===== config.mk =====
export PLATFORM = sky130hd
export DESIGN_NAME = prim_fifo_credit_tx
export DESIGN_NICKNAME = d
export VERILOG_FILES = /design/src/rtl/prim_util_pkg.sv /design/src/rtl/prim_count.sv /design/src/rtl/prim_fifo_credit_tx.sv
export SDC_FILE = /design/constraint.sdc
export NUM_CORES = 1
export LEC_CHECK = 0
export ABC_AREA = 1
export CELL_PAD_IN_SITES_DETAIL_PLACEMENT = 1
export CELL_PAD_IN_SITES_GLOBAL_PLACEMENT = 2
export CORE_MARGIN = 1.5
export CORE_UTILIZATION = 22
export DETAILED_ROUTE_END_ITERATION = 8
export PLACE_DENSITY = 0.83
export REMOVE_ABC_BUFFERS = 1
export SKIP_LAST_GASP = 1
export SLEW_MARGIN = 5
export SYNTH_ARGS = -nofsm -noshare
export SYNTH_HDL_FRONTEND = slang
export SYNTH_SLANG_ARGS = --single-unit

===== constraint.sdc =====
create_clock -name clk_i -period 3.4 [get_ports clk_i]
set_input_delay 0.51 -clock clk_i [delete_from_list [all_inputs] [get_ports clk_i]]
set_output_delay 0.51 -clock clk_i [all_outputs]
set_load 0.02 [all_outputs]

===== src/rtl/prim_util_pkg.sv =====
// rtl/prim_util_pkg.sv - shared utility functions
package prim_util_pkg;

    // Bits needed to hold values 0..value-1, never less than one bit.
    function automatic int vbits(input int value);
        return (value <= 1) ? 1 : $clog2(value);
    endfunction

endpackage


===== src/rtl/prim_count.sv =====
// rtl/prim_count.sv - hardened up/down counter with an inverted shadow copy
module prim_count #(
    parameter int               Width      = 3,
    parameter logic [Width-1:0] ResetValue = '0
) (
    input  logic             clk_i,      // clock
    input  logic             rst_ni,     // async reset, active low
    input  logic             incr_en_i,  // add step_i this cycle
    input  logic             decr_en_i,  // subtract step_i this cycle
    input  logic [Width-1:0] step_i,     // increment/decrement amount
    input  logic             set_i,      // load set_cnt_i, overrides incr/decr
    input  logic [Width-1:0] set_cnt_i,  // value loaded on set_i
    input  logic             commit_i,   // allow incr/decr to update the count
    output logic [Width-1:0] cnt_o,      // current count
    output logic             err_o       // primary and shadow copies disagree
);

    logic [Width-1:0] r_cnt;
    logic [Width-1:0] r_cnt_inv;
    logic [Width-1:0] w_cnt_d;

    always_comb begin
        w_cnt_d = r_cnt;
        if (set_i) begin
            w_cnt_d = set_cnt_i;
        end else if (commit_i) begin
            w_cnt_d = r_cnt + (incr_en_i ? step_i : '0) - (decr_en_i ? step_i : '0);
        end
    end

    // The shadow holds the bitwise inverse so a single stuck or flipped bit
    // in either copy shows up as a mismatch.
    always_ff @(posedge clk_i or negedge rst_ni) begin
        if (!rst_ni) begin
            r_cnt     <= ResetValue;
            r_cnt_inv <= ~ResetValue;
        end else begin
            r_cnt     <= w_cnt_d;
            r_cnt_inv <= ~w_cnt_d;
        end
    end

    assign cnt_o = r_cnt;
    assign err_o = (r_cnt != ~r_cnt_inv);

endmodule


===== src/rtl/prim_fifo_credit_tx.sv =====
// rtl/prim_fifo_credit_tx.sv - credit-based transmit side into a remote FIFO
module prim_fifo_credit_tx
    import prim_util_pkg::*;
#(
    parameter int Width  = 8,
    parameter int Depth  = 4,
    parameter bit Secure = 1'b0,
    localparam int DepthW = vbits(Depth + 1)
) (
    input  logic              clk_i,          // clock
    input  logic              rst_ni,         // async reset, active low
    input  logic              clr_i,          // sync clear, paired with remote FIFO clear
    input  logic              valid_i,        // upstream word valid
    output logic              ready_o,        // upstream may transfer
    input  logic [Width-1:0]  data_i,         // upstream word
    output logic              tx_valid_o,     // remote FIFO write strobe
    output logic [Width-1:0]  tx_data_o,      // remote FIFO write data
    input  logic              credit_i,       // remote popped one entry
    output logic [DepthW-1:0] credits_o,      // credits held, 0..Depth
    output logic [DepthW-1:0] outstanding_o,  // entries believed occupied remotely
    output logic              idle_o,         // all credits home, nothing in flight
    output logic              err_o           // sticky protocol/integrity error
);

    localparam logic [DepthW-1:0] DepthVal = DepthW'(Depth);

    logic [DepthW-1:0] w_credits;
    logic [DepthW:0]   w_credits_d;
    logic              w_send;
    logic              w_ovf;
    logic              w_cnt_err;

    logic              r_tx_valid;
    logic [Width-1:0]  r_tx_data;
    logic              r_err;

    assign ready_o = (w_credits != '0);
    // A clear discards whatever the upstream handshake offered this cycle.
    assign w_send  = valid_i & ready_o & ~clr_i;

    // One extra bit so a return at full credit is visible as Depth+1.
    assign w_credits_d = {1'b0, w_credits} - {{DepthW{1'b0}}, w_send}
                       + {{DepthW{1'b0}}, credit_i};
    assign w_ovf       = ~clr_i & (w_credits_d > {1'b0, DepthVal});

    if (Secure) begin : gen_secure_cnt
        // The overflowing return is dropped so the count saturates at Depth.
        prim_count #(
            .Width      (DepthW),
            .ResetValue (DepthVal)
        ) u_cnt (
            .clk_i     (clk_i),
            .rst_ni    (rst_ni),
            .incr_en_i (credit_i & ~w_ovf),
            .decr_en_i (w_send),
            .step_i    (DepthW'(1)),
            .set_i     (clr_i),
            .set_cnt_i (DepthVal),
            .commit_i  (1'b1),
            .cnt_o     (w_credits),
            .err_o     (w_cnt_err)
        );
    end else begin : gen_normal_cnt
        logic [DepthW-1:0] r_credits;

        always_ff @(posedge clk_i or negedge rst_ni) begin
            if (!rst_ni) begin
                r_credits <= DepthVal;
            end else if (clr_i) begin
                r_credits <= DepthVal;
            end else if (!w_ovf) begin
                r_credits <= w_credits_d[DepthW-1:0];
            end
        end

        assign w_credits = r_credits;
        assign w_cnt_err = 1'b0;
    end

    always_ff @(posedge clk_i or negedge rst_ni) begin
        if (!rst_ni) begin
            r_tx_valid <= 1'b0;
            r_tx_data  <= '0;
            r_err      <= 1'b0;
        end else begin
            r_tx_valid <= w_send;
            if (w_send) begin
                r_tx_data <= data_i;
            end
            // Survives clr_i; only reset clears it.
            r_err <= r_err | w_ovf | w_cnt_err;
        end
    end

    assign tx_valid_o    = r_tx_valid;
    assign tx_data_o     = r_tx_data;
    assign credits_o     = w_credits;
    assign outstanding_o = DepthVal - w_credits;
    assign idle_o        = (w_credits == DepthVal) & ~r_tx_valid;
    assign err_o         = r_err;

endmodule


==> flow_metrics.env <==
export IMPL_min_period_over_period_pct=82.55
export IMPL_antenna_found_initial=0
export IMPL_hpwl_um=1680
export IMPL_die_x_um=60.98
export IMPL_yosys_top_cells_count="37 x nand2_1, 12 x dfrtp_1, 12 x inv_1, 7 x ha_1, 5 x nand3_1"
export IMPL_seq_area_frac_synth_pct=44.16
export IMPL_core_area_um2=3128
export IMPL_worstReg2RegStart="credits_o[1]"
export IMPL_grt_pass1_wl_um=3436
export IMPL_timing_final_crit_period_ps=2807
export IMPL_crit_path_start="credits_o[1]"
export IMPL_ir_drop_v=0.0002157
export IMPL_critPathKind="flop to flop"
export IMPL_synth_seq_cells=13
export IMPL_tightest_slew_ps=602.0
export IMPL_holdPathStages=2
export IMPL_drive_above_1_share_pct=8.871
export IMPL_overflow=0
export IMPL_hold_path_class="flop to flop"
export IMPL_status="finished clean"
export IMPL_clockBufferDepth=2
export IMPL_setup_viol=0
export IMPL_die_area_um2=3718
export IMPL_final_max_slew_viol_count=0
export IMPL_synth_compound_area_share_pct=1.861
export IMPL_reg2reg_slack_ps=590
export IMPL_numCtsBuffers=3
export IMPL_clock_sinks=13
export IMPL_synthTopCellsByArea="dfrtp_1 41%, nand2_1 19%, ha_1 12%"
export IMPL_synthXorXnorAreaFrac_pct=0
export IMPL_root_buffer="clkbuf_4"
export IMPL_synthArstFlopShare_pct=100.0
export IMPL_routabilityCongestion=0.8378
export IMPL_syn_to_final_growth_pct=52.62
export IMPL_max_clock_freq_ghz=0.3563
export IMPL_synth_top_cell_by_area="dfrtp_1"
export IMPL_arrival_ps=3030
export IMPL_synthAdderAreaFrac_pct=14.55
export IMPL_slew_headroom_pct=59.74
export IMPL_firstDrtPassIters=3
export IMPL_wl_met3_um=64
export IMPL_reg2reg_depth=15
export IMPL_std_cell_rows=20
export IMPL_ys_warn_count=0
export IMPL_ctsResizeCount=0
export IMPL_clock_latency_ps=280
export IMPL_routed_via_count=690
export IMPL_grt_pass1_vias=724
export IMPL_finalSetupTns_ps=0
export IMPL_p_leak_uw=0.0005697
export IMPL_antenna_left=0
export IMPL_routedWlPerCell_um=11.98
export IMPL_cp_end_kind="flop"
export IMPL_synth_edf_count=0
export IMPL_synthMostInstantiatedCell="nand2_1"
export IMPL_post_cts_setup_buffers=0
export IMPL_yosys_area_share_simple_pct=31.81
export IMPL_syn_area_um2=739.5
export IMPL_num_io_pins=31
export IMPL_fin_nets=146
export IMPL_track_usage_pct=12.70
export IMPL_clk_pin_slew_worst_paths_ps=80
export IMPL_powerDensity_nw_per_um2=707.1
export IMPL_yosysTopAreaCellShare_pct=40.61
export IMPL_cts_tree="done"
export IMPL_whs_endpoint="err_o"
export IMPL_worstReg2RegEnd="credits_o[0]"
export IMPL_h_tree_depth=1
export IMPL_syn_avg_cell_area_um2=8.309
export IMPL_start_kind="flop"
export IMPL_wl_um=2012
export IMPL_cp_max_fo=4
export IMPL_synth_top_family_by_area="simple AND/OR/NAND/NOR gates"
export IMPL_grt_setup_unrepaired="no"
export IMPL_drc=0
export IMPL_synthCells=89
export IMPL_yosysUniqueCellTypes=16
export IMPL_min_from="err_o"
export IMPL_die_h_um=60.98
export IMPL_synth_main_ff_cell="dfrtp_1"
export IMPL_drt_iter0_markers=15
export IMPL_synthMuxAreaShare_pct=0
export IMPL_final_fill_count=391
export IMPL_cp_required_ps=3620
export IMPL_vias_per_cell=4.107
export IMPL_hold_buffers=0
export IMPL_wl_met1_um=868
export IMPL_dr_wl_met2_um=1057
export IMPL_fin_util_pct=36.08
export IMPL_finClkSkew_ps=1.084
export IMPL_grt_max_degree=14
export IMPL_start_util_pct=23.64
export IMPL_power_uw=798.0
export IMPL_topRoutingLayerUsed="met4"
export IMPL_hold_violations=0
export IMPL_n_antenna_cell=0
export IMPL_portBuffers=30
export IMPL_drv_cap=0
-- power breakdown --
| group | switching, uW | internal (uW) | total [uW] | leakage (uW) |
|---|---|---|---|---|
| sequential | 28.1 | 198 | 226 | 0.000158 |
| combinational | 262 | 212 | 474 | 0.000396 |
| clock | 52.2 | 45.6 | 97.8 | 0.0000150 |
| total | 342 | 456 | 798 | 0.000570 |
-- state kept, by name (all words and copies together), names as in the netlist --
name,cells
err_o,1
tx_data_o,8
credits_o,3
tx_valid_o,1
-- layer usage --
metal,vias to the layer above,global-route usage [%]
li1,344,-
met1,327,16.36
met2,16,20.74
met3,3,3.625
met4,0,3.727
met5,-,0
-- cell usage in the layout, fill, tap and decap left out --
cell type | Yosys | final
clkinv_1 | 1 | 1
nand3_1 | 5 | 5
nor2_1 | 3 | 3
a21oi_1 | 1 | 1
or2_1 | 1 | 1
dfstp_2 | 1 | 1
nand3b_2 | 1 | 1
fa_1 | 1 | 1
inv_1 | 12 | 12
nand4_1 | 2 | 2
nand3_2 | 3 | 3
ha_1 | 7 | 7
clkdlybuf4s50_1 | 0 | 30
o21ai_2 | 1 | 1
clkbuf_1 | 0 | 1
buf_4 | 1 | 2
nand2_1 | 37 | 37
clkbuf_4 | 0 | 3
dfrtp_1 | 12 | 12
-- layout make-up --
type	count	area (um2)	area share, %
inverters	13	48.80	4.324
flip-flops and latches	13	326.6	28.94
multi-input cells	62	356.6	31.60
repair buffers	32	315.3	27.94
clock buffers	4	26.28	2.328
well taps	44	55.05	4.878
-- worst max-delay path by stage --
stage,end,slack [ps]
floorplan,credits_o[0],350
global placement,credits_o[1],520
detailed placement,err_o,450
CTS,credits_o[0],550
global route,credits_o[0],320
finish,credits_o[0],590
-- kinds of logic after synthesis --
| kind of cell | after synthesis |
|---|---|
| buf+inv | 14 |
| fa+ha+maj | 8 |
| compound gates | 2 |
| simple gates | 52 |
| flops | 13 |
-- through the flow --
step,cell area (um2),cells,setup slack [ps],hold slack (ps)
2_1_floorplan,732.0,88,353.1,214.4
3_3_place_gp,1102,164,517.5,457.2
3_5_place_dp,1102,164,451.3,466.0
4_1_cts,1129,168,554.0,490.6
5_1_grt,1129,168,319.1,512.5
6_report,1129,168,593.3,487.9
-- critical path, stage by stage, from the launching register on --
cell,delay [ps]
dfrtp_1,430
inv_1,150
ha_1,210
ha_1,150
inv_1,60
nand3_2,90
clkinv_1,80
ha_1,270
inv_1,50
ha_1,200
fa_1,510
nor2_1,60
nand3b_2,230
nand3_2,120
nand3_1,70
nand2_1,80
(Power assumes the default switching activity.)
